===== config.mk =====
export PLATFORM = sky130hd
export DESIGN_NAME = pipeline_hazard_ctrl
export DESIGN_NICKNAME = d
export VERILOG_FILES = /design/src/rtl/pipeline_hazard_ctrl.sv
export SDC_FILE = /design/constraint.sdc
export NUM_CORES = 1
export LEC_CHECK = 0
export ABC_AREA = 1
export BUFFER_PORTS_ARGS = -buffer_cell sky130_fd_sc_hd__buf_2
export CAP_MARGIN = 20
export CORE_MARGIN = 5
export CORE_UTILIZATION = 43
export DETAILED_ROUTE_END_ITERATION = 8
export PLACE_DENSITY = 0.78
export SYNTH_ARGS = -nofsm -noshare
export SYNTH_HDL_FRONTEND = slang
export SYNTH_SLANG_ARGS = --single-unit

===== constraint.sdc =====
create_clock -name clk -period 1.3 [get_ports clk]
set_input_delay 0.195 -clock clk [delete_from_list [all_inputs] [get_ports clk]]
set_output_delay 0.195 -clock clk [all_outputs]
set_load 0.01 [all_outputs]

===== src/rtl/pipeline_hazard_ctrl.sv =====
// Decode hazard/forwarding detection plus PC/flush sequencing for the RAT pipeline.
// Outputs are combinational from inputs and the registered FSM; stalls hold fetch, flushes squash decode.
module pipeline_hazard_ctrl #(
  parameter int REG_W        = 5,
  parameter int NUM_SRC      = 2,
  parameter int TYPE_W       = 4,
  parameter int FLUSH_CYCLES = 2,
  parameter int STALL_HOLD   = 1,
  parameter bit FWD_EN       = 1'b1
) (
  input  logic                     clk,
  input  logic                     reset,
  input  logic [NUM_SRC*REG_W-1:0] src_reg,
  input  logic [NUM_SRC-1:0]       src_read,
  input  logic [REG_W-1:0]         ex_reg,
  input  logic                     ex_wr_en,
  input  logic                     ex_is_load,
  input  logic [REG_W-1:0]         wb_reg,
  input  logic                     wb_wr_en,
  input  logic [TYPE_W-1:0]        instr_type,
  input  logic                     branch_taken,
  input  logic                     interrupt,
  output logic [2*NUM_SRC-1:0]     fwd_sel,
  output logic                     fetch_stall,
  output logic                     imem_addr_mux,
  output logic                     dec_nop,
  output logic                     pc_inc,
  output logic                     pc_load,
  output logic                     pc_reset,
  output logic [1:0]               state
);

  typedef enum logic [1:0] {
    CHECK = 2'b00,
    STALL = 2'b01,
    FLUSH = 2'b10
  } state_t;

  localparam int FW = $clog2(FLUSH_CYCLES + 1);
  localparam int HW = (STALL_HOLD > 0) ? $clog2(STALL_HOLD + 1) : 1;
  localparam logic [FW-1:0] F_LOAD = FW'(FLUSH_CYCLES);
  localparam logic [HW-1:0] H_LOAD = HW'(STALL_HOLD);

  state_t              cur, nxt;
  logic [FW-1:0]       fcnt, fcnt_nxt;
  logic [HW-1:0]       hcnt, hcnt_nxt;
  logic [NUM_SRC-1:0]  mex, mwb, haz_src, hard_src;
  logic [2*NUM_SRC-1:0] fwd_raw;
  logic                haz, hard_ex, ret_cls, flush_trig, stall_c;

  for (genvar g = 0; g < NUM_SRC; g++) begin : g_src
    assign mex[g] = src_read[g] && ex_wr_en && (src_reg[g*REG_W +: REG_W] == ex_reg);
    assign mwb[g] = src_read[g] && wb_wr_en && (src_reg[g*REG_W +: REG_W] == wb_reg);
    if (FWD_EN) begin : g_fwd
      // A load in EX has no data yet, so it cannot be bypassed and WB is not a substitute.
      assign fwd_raw[2*g +: 2] = (mex[g] && !ex_is_load) ? 2'b01 :
                                 (!mex[g] && mwb[g])     ? 2'b10 : 2'b00;
      assign haz_src[g]  = mex[g] && ex_is_load;
      assign hard_src[g] = mex[g] && ex_is_load;
    end else begin : g_nofwd
      assign fwd_raw[2*g +: 2] = 2'b00;
      assign haz_src[g]  = mex[g] || mwb[g];
      assign hard_src[g] = mex[g];
    end
  end

  assign haz        = |haz_src;
  assign hard_ex    = |hard_src;
  assign ret_cls    = (32'(instr_type) >= 32'd6) && (32'(instr_type) <= 32'd9);
  assign flush_trig = interrupt || branch_taken || (ret_cls && (cur == CHECK));

  always_comb begin
    nxt      = cur;
    fcnt_nxt = fcnt;
    hcnt_nxt = hcnt;
    unique case (cur)
      CHECK: begin
        if (flush_trig) begin
          nxt      = FLUSH;
          fcnt_nxt = F_LOAD;
        end else if (hard_ex && (STALL_HOLD > 0)) begin
          nxt      = STALL;
          hcnt_nxt = H_LOAD;
        end
      end
      STALL: begin
        if (interrupt || branch_taken) begin
          nxt      = FLUSH;
          fcnt_nxt = F_LOAD;
        end else begin
          hcnt_nxt = hcnt - 1'b1;
          if (hcnt == HW'(1)) nxt = CHECK;
        end
      end
      FLUSH: begin
        // Branches and returns here belong to the squashed path; only an interrupt restarts the count.
        if (interrupt) begin
          fcnt_nxt = F_LOAD;
        end else begin
          fcnt_nxt = fcnt - 1'b1;
          if (fcnt == FW'(1)) nxt = CHECK;
        end
      end
      default: begin
        nxt      = FLUSH;
        fcnt_nxt = F_LOAD;
      end
    endcase
  end

  always_ff @(posedge clk or posedge reset) begin
    if (reset) begin
      cur  <= FLUSH;
      fcnt <= F_LOAD;
      hcnt <= '0;
    end else begin
      cur  <= nxt;
      fcnt <= fcnt_nxt;
      hcnt <= hcnt_nxt;
    end
  end

  // A flush overrides any stall: the stalled instruction is on a dead path.
  assign stall_c       = (haz || (cur == STALL)) && !interrupt && !branch_taken;
  assign fetch_stall   = stall_c && !reset;
  assign imem_addr_mux = fetch_stall;
  assign dec_nop       = reset || (cur == FLUSH) || flush_trig || stall_c;
  assign pc_load       = branch_taken && !reset;
  assign pc_inc        = !reset && !pc_load && !fetch_stall;
  assign pc_reset      = reset;
  assign fwd_sel       = reset ? '0 : fwd_raw;
  assign state         = reset ? 2'b10 : cur;

endmodule


==> results.json <==
{
  "cp.depth": 6,
  "n_fill_cell": 98,
  "path_cells": "nor2_1 -> nand2_1 -> nand2_2 -> nor3_2 -> nand3_1 -> buf_2",
  "ys_warn_count": 0,
  "maxCapViolations": 0,
  "place.port_buffers": 43,
  "cts_buffer_depth": 2,
  "cp-startpoint": "cur[1]",
  "insertion_delay_ps": 250,
  "grt_pass1_wl_mm": 3.801,
  "viasPerCell": 5.090,
  "synth_edf_count": 0,
  "fp.coreArea_um2": 1708,
  "rows": 15,
  "antenna_cells": 0,
  "crit_path_top_delay_cell": "dfstp_2",
  "whs_ps": 112.9,
  "synth-seq-cells": 5,
  "dpl_cell_area_um2": 1076,
  "post-route-cell-area_um2": 1406,
  "crit_required_ps": 1110,
  "synth_top_flop_cell": "dfrtp_1",
  "initial_core_util_pct": 44.40,
  "grt_usage_pct": 18.19,
  "critPathMaxFanout": 2,
  "min_period_over_period_pct": 119.3,
  "seq_area_frac_synth_pct": 16.83,
  "antenna_left": 0,
  "rsz0062_at_grt": "yes",
  "ys_async_sr_fraction_pct": 100.0,
  "max_freq_mhz": 645.0,
  "root_buffer": "clkbuf_4",
  "drc": 0,
  "hold_viol": 0,
  "crit_arrival_ps": 1360,
  "instances_no_fill": 223,
  "cts.sinks": 5,
  "nNetsFinal": 233,
  "numCtsBuffers": 3,
  "gp_congestion": 0.8651,
  "reg2reg_slack_ps": 20,
  "grt_max_degree": 7,
  "setup_viol_count_final": 5,
  "timing.final.ws_setup_ps": -250.3,
  "reg2reg_from": "cur[0]",
  "power.leakage_nw": 0.7646,
  "netlist.area_leader.share_pct": 22.77,
  "drive_gt1_share_pct": 58.59,
  "yosysUniqueCellTypes": 29,
  "critPathCapture": "dec_nop",
  "cts_tree": "built",
  "grt_pass1_vias": 978,
  "die-width_um": 51.99,
  "grt_remaining_overflow": 0,
  "min_period_ps": 1550,
  "skew_ps": 4.065,
  "hold_path.class": "in -> async",
  "die-area_um2": 2703,
  "violations": "negative setup slack",
  "wire_per_inst_um": 14.13,
  "path_clk_slew_ps": 50,
  "synth_area_per_cell_um2": 5.575,
  "antenna_found_initial": 0,
  "critical_path.reg2reg.endpoint": "hcnt",
  "placedCellCount": 213,
  "synth_commonest_cells": "nand2_1, inv_1, nor2_1",
  "synth.area.top_cells": "nand2_1, inv_1, dfrtp_1",
  "dpl.hpwl_mm": 2.005,
  "vias": 1135,
  "start_kind": "flip-flop",
  "syn2layout_area_growth_pct": 85.48,
  "power.density_nw_per_um2": 690.0,
  "io_pins": 45,
  "drv_slew": 0,
  "drt-total-wl_mm": 3.152,
  "ir_drop_uv": 728.9,
  "worst_path_dominant_cell_family": "flip-flops",
  "first_iter_violations": 22,
  "worst_pin_slew_ps": 249.5,
  "syn_area_um2": 758.2,
  "cts_max_level": 1,
  "status": "finished with violations",
  "synth_top_area_cell": "nand2_1",
  "netlist_instances": 136,
  "max_slew_margin_pct": 83.31,
  "critPathKind": "reg -> out",
  "synth_most_common_cell": "nand2_1",
  "first_pass_iters": 4,
  "reg2regPathDepth": 6,
  "die_h_um": 51.99,
  "cp-end-kind": "output port",
  "worst-path-buf-inv": 1,
  "max_stage_delay_ps": 530,
  "synthesis.nets": 170
}
tightest hold or removal path: stages:
cell and delay (ps):
buf_2 110, inv_2 70, buf_4 140
area by class of cell:
type	instances	area (um^2)	share of cell area [%]
well taps	25	31.28	2.224
inverters	28	115.1	8.185
repair buffers	60	464.2	33.01
clock buffers	4	26.28	1.868
flip-flops and latches	5	127.6	9.075
multi-input cells	101	641.9	45.64
layer usage:
layer | GRT usage [%] | vias to the layer above | share of wire, % | routed length (um)
li1 | - | 542 | - | -
met1 | 19.69 | 518 | 35 | 1089
met2 | 34.52 | 61 | 53 | 1676
met3 | 5.731 | 14 | 7.2 | 226
met4 | 2.620 | 0 | 5.0 | 159
met5 | 0 | - | 0 | 0
report_power, final:
group | switching, W | internal (W)
Clock | 0.0000724 | 0.000117
Combinational | 0.000300 | 0.000243
Sequential | 0.0000208 | 0.000218
Total | 0.000393 | 0.000577
placed cells by master (no fill, tap or decap), types with 2 or more instances in the layout:
master	count
nor2_2	6
nand2_2	14
nor2_4	5
o21ai_1	2
nand3_4	2
inv_1	15
nand3_2	4
nor2_1	9
inv_2	10
inv_4	2
nand2_1	34
dfstp_2	2
buf_6	19
buf_2	27
dfrtp_1	3
nand3_1	4
buf_4	12
xor2_1	3
clkbuf_4	3
o22ai_1	2
sequential cells by signal (all words and copies together) (netlist names):
signal,cells
hcnt,1
fcnt,2
cur,2
metrics by stage:
step                util (%)  power [W]  TNS (ps)  setup WS, ps
floorplan                  -  0.0004540         0         64.06
global placement       63.00  0.0006001    -52.26        -26.37
detailed placement     63.00  0.0006224    -196.3        -68.13
CTS                    65.93  0.0008210    -684.4        -211.3
global route           82.34   0.001050     -1217        -321.4
finish                 82.34  0.0009703    -663.5        -250.3
logic make-up (layout without fill, tap and decap cells):
family / Yosys count / in the layout / synth area share [%]
XOR/XNOR: 4 / 4 / 4.621
AO/OA/AOI/OAI: 10 / 10 / 7.756
adder cells (fa/ha/maj): 1 / 1 / 1.650
AND/OR/NAND/NOR: 86 / 86 / 53.30
buffers and inverters: 30 / 92 / 15.84
flip-flops: 5 / 5 / 16.83
repair_timing:
item | in CTS | in global routing
resized for setup | 3 | 74
setup endpoints to repair | 5 | 9
hold endpoints to repair | 3 | 0
cloned | 0 | 0
pin swaps | 0 | 13
hold buffers | 1 | 0
setup buffers | 0 | 7
worst min path at each step:
stage,endpoint,cells past startpoint,startpoint
2_1_floorplan,cur[0],1,reset
3_3_place_gp,cur[0],3,reset
3_5_place_dp,cur[0],3,reset
4_1_cts,cur[1],3,reset
5_1_grt,cur[1],3,reset
6_report,cur[1],3,reset
No activity file was read; power rests on OpenSTA's default activity.
